===== src/rtl/intr_priority_ctrl.sv =====
// Fixed-priority interrupt controller with an AXI4-Lite register interface.
// Sources latch into ISR; enabled pending bits drive a registered irq and IVR.
module intr_priority_ctrl #(
    parameter int          C_S_AXI_DATA_WIDTH = 32,
    parameter int          C_S_AXI_ADDR_WIDTH = 5,
    parameter int          C_NUM_OF_INTR      = 8,
    parameter logic [31:0] C_INTR_SENSITIVITY = 32'hFFFFFFFF,
    parameter int          C_IRQ_ACTIVE_STATE = 1
) (
    input  logic                              s_axi_aclk,
    input  logic                              s_axi_aresetn,
    input  logic [C_NUM_OF_INTR-1:0]          intr,
    output logic                              irq,
    input  logic [C_S_AXI_ADDR_WIDTH-1:0]     s_axi_awaddr,
    input  logic [2:0]                        s_axi_awprot,
    input  logic                              s_axi_awvalid,
    output logic                              s_axi_awready,
    input  logic [C_S_AXI_DATA_WIDTH-1:0]     s_axi_wdata,
    input  logic [C_S_AXI_DATA_WIDTH/8-1:0]   s_axi_wstrb,
    input  logic                              s_axi_wvalid,
    output logic                              s_axi_wready,
    output logic [1:0]                        s_axi_bresp,
    output logic                              s_axi_bvalid,
    input  logic                              s_axi_bready,
    input  logic [C_S_AXI_ADDR_WIDTH-1:0]     s_axi_araddr,
    input  logic [2:0]                        s_axi_arprot,
    input  logic                              s_axi_arvalid,
    output logic                              s_axi_arready,
    output logic [C_S_AXI_DATA_WIDTH-1:0]     s_axi_rdata,
    output logic [1:0]                        s_axi_rresp,
    output logic                              s_axi_rvalid,
    input  logic                              s_axi_rready
);
    localparam int             N         = C_NUM_OF_INTR;
    localparam logic           IRQ_ON    = (C_IRQ_ACTIVE_STATE != 0);
    localparam logic [N-1:0]   EDGE_MODE = C_INTR_SENSITIVITY[N-1:0];

    typedef enum logic [1:0] {W_IDLE, W_ACK, W_RESP} w_state_t;
    typedef enum logic [1:0] {R_IDLE, R_ACK, R_DATA} r_state_t;

    w_state_t    w_state_q, w_state_d;
    r_state_t    r_state_q, r_state_d;
    logic        gier_q, gier_d;
    logic [N-1:0] ier_q, ier_d;
    logic [N-1:0] isr_q, isr_d;
    logic [N-1:0] intr_prev_q, intr_prev_d;
    logic [31:0] ivr_q, ivr_d;
    logic [31:0] rdata_q, rdata_d;
    logic        irq_q, irq_d;
    logic        awready_q, awready_d;
    logic        wready_q, wready_d;
    logic        bvalid_q, bvalid_d;
    logic        arready_q, arready_d;
    logic        rvalid_q, rvalid_d;

    logic [N-1:0] ipr;
    logic [N-1:0] intr_set;
    logic [N-1:0] isr_clr;
    logic [31:0]  reg_view [8];
    logic [31:0]  wr_val;
    logic [31:0]  clr_val;
    logic         unused_bits;

    function automatic logic [31:0] apply_strb(input logic [31:0] old_val,
                                               input logic [31:0] data,
                                               input logic [3:0]  strb);
        logic [31:0] res;
        for (int b = 0; b < 4; b++) begin
            res[8*b +: 8] = strb[b] ? data[8*b +: 8] : old_val[8*b +: 8];
        end
        return res;
    endfunction

    assign ipr      = isr_q & ier_q;
    // Edge-mode bits need a 0 in the previous sample; level-mode bits set whenever high.
    assign intr_set = intr & ~(EDGE_MODE & intr_prev_q);

    always_comb begin
        reg_view[0] = {31'b0, gier_q};
        reg_view[1] = 32'(ier_q);
        reg_view[2] = 32'(isr_q);
        reg_view[3] = 32'h0;
        reg_view[4] = 32'(ipr);
        reg_view[5] = ivr_q;
        reg_view[6] = 32'h0;
        reg_view[7] = 32'h0;
    end

    always_comb begin
        w_state_d   = w_state_q;
        r_state_d   = r_state_q;
        gier_d      = gier_q;
        ier_d       = ier_q;
        isr_clr     = '0;
        awready_d   = awready_q;
        wready_d    = wready_q;
        bvalid_d    = bvalid_q;
        arready_d   = arready_q;
        rvalid_d    = rvalid_q;
        rdata_d     = rdata_q;
        wr_val      = apply_strb(reg_view[s_axi_awaddr[4:2]], s_axi_wdata, s_axi_wstrb);
        clr_val     = apply_strb(32'h0, s_axi_wdata, s_axi_wstrb);

        case (w_state_q)
            W_IDLE: begin
                if (s_axi_awvalid && s_axi_wvalid) begin
                    awready_d = 1'b1;
                    wready_d  = 1'b1;
                    w_state_d = W_ACK;
                    case (s_axi_awaddr[4:2])
                        3'd0:    gier_d  = wr_val[0];
                        3'd1:    ier_d   = wr_val[N-1:0];
                        3'd3:    isr_clr = clr_val[N-1:0];
                        default: ;
                    endcase
                end
            end
            W_ACK: begin
                awready_d = 1'b0;
                wready_d  = 1'b0;
                bvalid_d  = 1'b1;
                w_state_d = W_RESP;
            end
            W_RESP: begin
                if (s_axi_bready) begin
                    bvalid_d  = 1'b0;
                    w_state_d = W_IDLE;
                end
            end
            default: w_state_d = W_IDLE;
        endcase

        // rdata is captured from current register state, so a same-edge write is not seen.
        case (r_state_q)
            R_IDLE: begin
                if (s_axi_arvalid) begin
                    arready_d = 1'b1;
                    rdata_d   = reg_view[s_axi_araddr[4:2]];
                    r_state_d = R_ACK;
                end
            end
            R_ACK: begin
                arready_d = 1'b0;
                rvalid_d  = 1'b1;
                r_state_d = R_DATA;
            end
            R_DATA: begin
                if (s_axi_rready) begin
                    rvalid_d  = 1'b0;
                    r_state_d = R_IDLE;
                end
            end
            default: r_state_d = R_IDLE;
        endcase

        isr_d       = (isr_q & ~isr_clr) | intr_set;
        intr_prev_d = intr;
        irq_d       = (gier_q && (|ipr)) ? IRQ_ON : ~IRQ_ON;
        ivr_d       = 32'hFFFFFFFF;
        for (int i = N - 1; i >= 0; i--) begin
            if (ipr[i]) ivr_d = 32'(i);
        end
    end

    always_ff @(posedge s_axi_aclk or negedge s_axi_aresetn) begin
        if (!s_axi_aresetn) begin
            w_state_q   <= W_IDLE;
            r_state_q   <= R_IDLE;
            gier_q      <= 1'b0;
            ier_q       <= '0;
            isr_q       <= '0;
            intr_prev_q <= '0;
            ivr_q       <= 32'hFFFFFFFF;
            rdata_q     <= 32'h0;
            irq_q       <= ~IRQ_ON;
            awready_q   <= 1'b0;
            wready_q    <= 1'b0;
            bvalid_q    <= 1'b0;
            arready_q   <= 1'b0;
            rvalid_q    <= 1'b0;
        end else begin
            w_state_q   <= w_state_d;
            r_state_q   <= r_state_d;
            gier_q      <= gier_d;
            ier_q       <= ier_d;
            isr_q       <= isr_d;
            intr_prev_q <= intr_prev_d;
            ivr_q       <= ivr_d;
            rdata_q     <= rdata_d;
            irq_q       <= irq_d;
            awready_q   <= awready_d;
            wready_q    <= wready_d;
            bvalid_q    <= bvalid_d;
            arready_q   <= arready_d;
            rvalid_q    <= rvalid_d;
        end
    end

    assign irq           = irq_q;
    assign s_axi_awready = awready_q;
    assign s_axi_wready  = wready_q;
    assign s_axi_bvalid  = bvalid_q;
    assign s_axi_bresp   = 2'b00;
    assign s_axi_arready = arready_q;
    assign s_axi_rvalid  = rvalid_q;
    assign s_axi_rresp   = 2'b00;
    assign s_axi_rdata   = rdata_q;

    assign unused_bits = ^{s_axi_awprot, s_axi_arprot, s_axi_awaddr[1:0],
                           s_axi_araddr[1:0], wr_val, clr_val};
endmodule


===== config.mk =====
export PLATFORM = sky130hd
export DESIGN_NAME = intr_priority_ctrl
export DESIGN_NICKNAME = d
export VERILOG_FILES = /design/src/rtl/intr_priority_ctrl.sv
export SDC_FILE = /design/constraint.sdc
export NUM_CORES = 1
export LEC_CHECK = 0
export ABC_AREA = 1
export ABC_CLOCK_PERIOD_IN_PS = 1200
export CAP_MARGIN = 20
export CORE_AREA = 2 2 83 85
export DETAILED_ROUTE_END_ITERATION = 16
export DIE_AREA = 0 0 85 87
export GPL_ROUTABILITY_DRIVEN = 0
export HOLD_SLACK_MARGIN = 0.15
export PLACE_DENSITY = 0.74
export REMOVE_ABC_BUFFERS = 1
export SLEW_MARGIN = 10
export SYNTH_ARGS = -nofsm -noshare
export SYNTH_HDL_FRONTEND = slang
export SYNTH_SLANG_ARGS = --single-unit

===== constraint.sdc =====
create_clock -name s_axi_aclk -period 1.2 [get_ports s_axi_aclk]
set_input_delay 0.3 -clock s_axi_aclk [delete_from_list [all_inputs] [get_ports s_axi_aclk]]
set_output_delay 0.3 -clock s_axi_aclk [all_outputs]
set_load 0.1 [all_outputs]

# After elaboration in Yosys (flattened, before gate mapping)
# Cells that the tools add are included.
totals:
  register_bits: 98
  out_inout_bits: 42
classes:
  bitwise_logic: 8
  n_mux: 34
  eq_ne: 10
  n_reduce_logical: 19
  magnitude_cmp: 2
ops:
  columns: ["op", "n"]
  rows:
  - ["32-bit 2-to-1 mux", 10]
  - ["32-bit binary-select mux with 3-bit select", 2]
  - ["8-bit 2-to-1 mux", 7]
  - ["8-bit bitwise AND", 3]
  - ["8-bit NOT", 2]
  - ["2-bit AND reduction", 7]
  - ["2-bit one-hot mux with 3 select lines", 2]
  - ["4-bit >= comparator (second input constant)", 2]
  - ["2-bit 2-to-1 mux", 4]
  - ["2-bit != test (second input constant)", 4]
  - ["3-bit NOT with 4-bit output", 2]
  - ["8-bit OR", 1]
  - ["1-bit one-hot mux with 2 select lines", 4]
  - ["2-bit nonzero test", 4]
  - ["8-bit OR reduction", 1]
  - ["3-bit AND reduction", 2]
  - ["1-bit 2-to-1 mux", 5]
  - ["2-bit by 1-bit == test with 1-bit output (second input constant)", 2]
  - ["2-bit == test (second input constant)", 2]
  - ["2-bit logical NOT", 2]
  - ["3-bit by 1-bit == test with 1-bit output (second input constant)", 1]
  - ["3-bit by 2-bit == test with 1-bit output (second input constant)", 1]
  - ["3-bit logical NOT", 1]
  - ["1-bit logical AND", 2]

# Logic depth before layout (Yosys ltp)
# Gate-level depths: netlist of run 1.
depth:
  depth_word: 9
  ltp_mapped: 9

# Least setup slack after synthesis of run 1
# OpenSTA, ideal clock, no wires.
synth_timing:
  path_kind: "reg-to-output"
  startpoint: "reg s_axi_rdata[30] (netlist name)"
  endpoint: "out s_axi_rdata[10]"
  setup_slack_ns: -0.805
  required_ns: 0.900
  arrival_ns: 1.705
  path_stages_with_launch: 2
  cell_sequence: "dfrtp_1 buf_4"
synth_rtl:
  columns: ["item", "line", "rtl"]
  rows:
  - ["end, declared", "29", "output logic [C_S_AXI_DATA_WIDTH-1:0] s_axi_rdata,"]

==> results of run 1 <==
[cell type report]
type                       instances  area share
timing repair buffer             124       0.382
sequential                        47       0.296
multi-input combinational        166       0.223
inverter                          41      0.0385
tap                               80      0.0251
clock buffer                       5      0.0172
clock inverter                     3      0.0169
antenna                            1    0.000627
[kinds of logic after synthesis]
group | count (synthesis)
AO/OA/AOI/OAI | 59
buffers and inverters | 72
flip-flops | 47
other | 1
AND/OR/NAND/NOR | 103
[worst max-delay path: stages (launching register included)]
cell and delay (ns):
dfrtp_2 0.47, clkbuf_16 0.21, buf_12 0.18
[metrics by stage]
stage	total power, W	hold WS, ns	cell area (µm²)	std cells
floorplan	0.00437	0.00441	2120	254
global placement	0.00594	0.215	3590	442
detailed placement	0.00602	0.219	3590	442
CTS	0.00754	0.413	3850	459
global route	0.00797	0.423	3990	466
finish	0.00766	0.411	3990	467
[repair_timing]
item                                    CTS  global route
cloned                                    0             1
endpoints found under the hold margin     7             0
endpoints found under the setup margin   62            61
setup buffers                             8             7
hold buffers                              1             0
pin swaps                                15            17
gates resized for setup                  49            22
[synth_stat cells]
library cell / instances
nand2_1: 57
nand4_2: 1
o21ai_1: 5
o21a_1: 1
nand3b_1: 1
a31oi_1: 6
nand4_1: 1
inv_2: 2
dfrtp_1: 43
nor2_2: 2
a21oi_1: 7
buf_2: 1
nand3_1: 21
nand2_4: 1
o21ai_0: 38
o21bai_1: 2
buf_4: 30
nor2_1: 17
dfstp_2: 4
nor4_1: 1
nor3_4: 1
inv_1: 39
conb_1: 1
[state kept, by name (all words and copies together), names as in the netlist]
signal,cells
w_state_q,2
s_axi_arready,1
irq,1
ivr_q,4
r_state_q,2
s_axi_bvalid,1
isr_q,8
s_axi_rvalid,1
s_axi_rdata,9
intr_prev_q,8
ier_q,8
s_axi_wready,1
gier_q,1
[layer usage]
| layer | track usage | part of all wire |
|---|---|---|
| met1 | 0.190 | 0.39 |
| met2 | 0.303 | 0.55 |
| met3 | 0.0389 | 0.041 |
| met4 | 0.0433 | 0.023 |
| met5 | 0 | 0 |
[power by group through the flow]
stage                     clock [W]  combinational [W]  sequential (W)
after floorplan                   0           0.000624         0.00375
after global placement            0            0.00364         0.00230
after detailed placement          0            0.00370         0.00232
after CTS                   0.00138            0.00387         0.00229
after global routing        0.00148            0.00416         0.00234
final                       0.00138            0.00399         0.00230
[worst paths after layout]
| path | slack, ns | to | from |
|---|---|---|---|
| setup / recovery | -0.27 | s_axi_rdata[13] | s_axi_rdata[30] |
| hold / removal | 0.41 | isr_q[4] | intr_prev_q[4] |
| setup reg to reg | -0.11 | ier_q[5] | w_state_q[1] |
| hold reg to reg | 0.41 | isr_q[4] | intr_prev_q[4] |
| max in group asynchronous | 0.29 | s_axi_rdata[30] | s_axi_aresetn |
| min in group asynchronous | 0.42 | ier_q[3] | s_axi_aresetn |
==> flow_summary.yaml, run 1 <==
status:
  status: "finished, violations left"
  violations: "negative setup slack"
route:
  drt-wirelength-per-cell_um: 13.4
  wl_um: 6280
  vias: 2221
  drc: 0
  vias_per_cell: 4.76
  drt_iter0_drc: 147
  drtPass1Iterations: 4
  ant_nets: 0
pwr:
  combPwrFrac: 0.521
  p_clk_frac: 0.180
  switching_share: 0.436
  powerDensity_mw_per_mm2: 1920
  power.internal_w: 0.00432
  p_leak_nw: 1.91
  power.switching_w: 0.00334
  ir_drop_mv: 2.01
  seq_power_share: 0.300
floorplanning:
  dieHeight_um: 87
  dieArea_mm2: 0.00740
  rows: 30
  start_util: 0.355
  core_area_mm2: 0.00657
  io_pins: 109
  die_w_um: 85
logic_synthesis:
  synth.avg_cell_area_um2: 8.28
  yosys.area_share.simple: 0.195
  yosysTopAreaCell: "dfrtp_1"
  synthAdderAreaFrac: 0
  synth_top_area_frac: 0.461
  seq_area_frac_synth: 0.506
  synthMuxAreaShare: 0
  synth_seq_cells: 47
  yosysWarnings: 0
  netlist_area_mm2: 0.00233
  synth_top_family_by_area: "simple AND/OR/NAND/NOR gates"
  synthXorXnorAreaFrac: 0
  synth_area_leaders: "dfrtp_1 (46%), buf_4 (9.6%), nand2_1 (9.2%), o21ai_0 (8.1%), inv_1 (6.3%)"
  synth_compound_area_frac: 0.133
  syn_inst: 282
  yosysUniqueCellTypes: 23
sta:
  fin_skew_ns: 0.00773
  period_share: 1.22
  fmax_mhz: 682
  fin_crit_ns: 1.47
  fin_ws_ns: -0.267
  rsz0062_at_grt: "true"
  tns_ns: -7.42
  hold_viol: 0
  finalSetupViolCount: 46
  final_max_slew_viol_count: 0
global_route:
  antenna_found_initial: 0
  first_global_vias: 2187
  grt_use_total: 0.164
  grt_first_pass_wirelength_um: 9780
  grt_overflow_total: 0
  grt_max_degree: 16
finish:
  area_growth_pct: 71.0
  fin_nets: 452
  mostFrequentLayoutCells: "buf_4 (49), nand2_1 (48), dfrtp_1 (41)"
  layout-drive-gt1-share: 0.381
  multi_input_area_um2: 890
  final_core_util: 0.608
  nFillCells: 529
  layout_commonest_cell: "buf_4"
  ff_latch_area_mm2: 0.00118
critical_path:
  worst_r2r_path_depth: 6
  cp_max_fo: 7
  crit_arrival_ns: 1.17
  path_class: "reg2out"
  cp.required_ns: 0.90
  crit_path_end_kind: "output pin"
  start_kind: "flop"
placed_design:
  hpwl_um: 4710
  portBuffers: 67
  place_ws_ns: -0.526
clock_tree:
  clkSlewWorstSetupHoldPaths_ns: 0.08
  root_buffer: "clkbuf_8"
  clock_sinks: 47
  htreeDepth: 2
  numCtsBuffers: 5
  clockBufferDepth: 2
  clk_latency_ns: 0.31
  tritoncts: "yes"
hold_path:
  hold_path_depth: 1
  hp-class: "reg2reg"
run:
  cap_violations: 0
Note: power is estimated with default switching activity, not from simulation.
==> run 2: changes to the inputs <==
--- a/config.mk
+++ b/config.mk
@@ -9,6 +9,7 @@
 export ABC_CLOCK_PERIOD_IN_PS = 1200
 export CAP_MARGIN = 20
 export CORE_AREA = 2 2 83 85
+export CTS_CLUSTER_SIZE = 25
 export DETAILED_ROUTE_END_ITERATION = 16
 export DIE_AREA = 0 0 85 87
 export GPL_ROUTABILITY_DRIVEN = 0
==> results of run 2 <==
Same layout as run 1: the final DEF is identical, and so are final timing and power.
==> run 3: changes to the inputs <==
--- a/config.mk
+++ b/config.mk
@@ -8,15 +8,15 @@
 export ABC_AREA = 1
 export ABC_CLOCK_PERIOD_IN_PS = 1200
 export CAP_MARGIN = 20
-export CORE_AREA = 2 2 83 85
+export CORE_AREA = 3 3 84 86
 export CTS_CLUSTER_SIZE = 25
 export DETAILED_ROUTE_END_ITERATION = 16
-export DIE_AREA = 0 0 85 87
+export DIE_AREA = 0 0 87 89
 export GPL_ROUTABILITY_DRIVEN = 0
 export HOLD_SLACK_MARGIN = 0.15
 export PLACE_DENSITY = 0.74
 export REMOVE_ABC_BUFFERS = 1
-export SLEW_MARGIN = 10
+export SLEW_MARGIN = 25
 export SYNTH_ARGS = -nofsm -noshare
 export SYNTH_HDL_FRONTEND = slang
 export SYNTH_SLANG_ARGS = --single-unit
==> run 3 against run 2 <==
Net effect: the flow still finishes with violations (negative setup slack); die area up 4.7%; register-to-register slack lost 0.05 ns; power is 2.6% lower; worst hold slack got worse by 0.0045 ns; critical path depth unchanged; non-clock buffer count is 2 lower.
==> flow_summary.yaml, run 3 (same netlist as run 1, synthesis figures left out) <==
status:
  status: "finished, violations left"
  violations: "negative setup slack"
global_route:
  grt_use_total: 0.159
  antenna_found_initial: 0
  grt_overflow_total: 0
  grt_first_pass_wirelength_um: 9690
  first_global_vias: 2165
  grt_max_degree: 26
critical_path:
  start_kind: "flop"
  crit_arrival_ns: 1.14
  r2r_start: "w_state_q[1]"
  cp.required_ns: 0.90
  rrSetupSlack_ns: -0.16
  crit_start: "s_axi_rdata[30]"
  crit_path_end_kind: "output pin"
  path_class: "reg2out"
  timing.rr.end: "ier_q[2]"
  cp_max_fo: 12
  worst_r2r_path_depth: 6
finish:
  area_growth_pct: 68.0
  fin_nets: 450
  stdcell_count: 461
  nFillCells: 486
  largest_register_ffs: 9
  ff_latch_area_mm2: 0.00118
  diodes: 0
  layout-drive-gt1-share: 0.372
  multi_input_area_um2: 871
  mostFrequentLayoutCells: "nand2_1 (49), buf_4 (49), dfrtp_1 (41), buf_12 (41), inv_1 (33)"
  stdcell_area_mm2: 0.00392
route:
  ant_nets: 0
  vias: 2233
  drt-wirelength-per-cell_um: 13.4
  drc: 0
  drt_iter0_drc: 162
  drtPass1Iterations: 4
  wl_um: 6190
  vias_per_cell: 4.84
clock_tree:
  clock_sinks: 47
  numCtsBuffers: 5
  clockBufferDepth: 2
  root_buffer: "clkbuf_8"
  tritoncts: "yes"
  clk_latency_ns: 0.30
  clkSlewWorstSetupHoldPaths_ns: 0.08
  htreeDepth: 2
placed_design:
  placed_cell_area_mm2: 0.00360
  dpl.cell_count: 438
  hpwl_um: 4620
  portBuffers: 67
sta:
  final_max_slew_viol_count: 0
  fin_crit_ns: 1.44
  rsz0062_at_grt: "true"
  fin_skew_ns: 0.00668
  whs_ns: 0.406
  period_share: 1.20
  fmax_mhz: 695
  finalSetupViolCount: 47
  tns_ns: -6.80
  fin_ws_ns: -0.239
  hold_viol: 0
floorplanning:
  dieHeight_um: 89
  start_util: 0.368
  dieArea_mm2: 0.00774
  io_pins: 109
  core_area_mm2: 0.00635
  die_w_um: 87
  rows: 29
run:
  cap_violations: 0
pwr:
  design_power_total_w: 0.00747
  powerDensity_mw_per_mm2: 1900
  ir_drop_mv: 1.74
  p_leak_nw: 1.90
hold_path:
  min_to: "isr_q[0]"
  hold_start: "intr_prev_q[0]"
  hold_path_depth: 1
  hp-class: "reg2reg"
-- run 3: per-stage QoR --
step | setup slack [ns] | util
after detailed placement | -0.514 | 0.566
after global routing | -0.274 | 0.618
after CTS | -0.251 | 0.599
after floorplan | -13.90 | -
final | -0.239 | 0.618
after global placement | -0.457 | 0.566
-- run 3: power by group --
group | total (W) | switching, W | leakage [nW] | internal, W
Clock | 0.00120 | 0.000525 | 0.0612 | 0.000674
Sequential | 0.00228 | 0.000309 | 0.534 | 0.00198
Combinational | 0.00398 | 0.00247 | 1.30 | 0.00151
Total | 0.00747 | 0.00330 | 1.90 | 0.00416
-- run 3: area by class of cell --
class	count	area share
repair buffers	122	0.382
flip-flops and latches	47	0.302
multi-input cells	166	0.222
inverters	41	0.0402
well taps	77	0.0246
clock buffers	6	0.0211
clock inverters	2	0.00893
-- run 3: critical path, cell delays in order, from the launching register on --
cell     delay, ns
dfrtp_2       0.43
buf_12        0.20
buf_12        0.19
-- run 3: worst max-delay path by stage --
| stage | slack [ns] | cells after the start | to |
|---|---|---|---|
| finish | -0.24 | 2 | s_axi_rdata[11] |
| global route | -0.27 | 2 | s_axi_rdata[11] |
| CTS | -0.25 | 2 | s_axi_rdata[11] |
| detailed placement | -0.51 | 6 | isr_q[1] |
| global placement | -0.46 | 6 | isr_q[2] |
| floorplan | -13.90 | 2 | s_axi_rdata[30] |
-- run 3: metal layers --
metal	global-route usage	up-vias	wire, µm
met5	0	-	0
met4	0.0680	0	193
met3	0.0461	18	552
met2	0.283	112	3130
met1	0.177	1024	2310
li1	-	1079	-
-- run 3: what timing repair did --
item | CTS | global route
hold buffers | 1 | 0
gates cloned | 0 | 0
setup buffers | 7 | 7
hold endpoints to repair | 8 | 0
resized for setup | 40 | 28
pin swaps | 14 | 18
endpoints found under the setup margin | 62 | 62
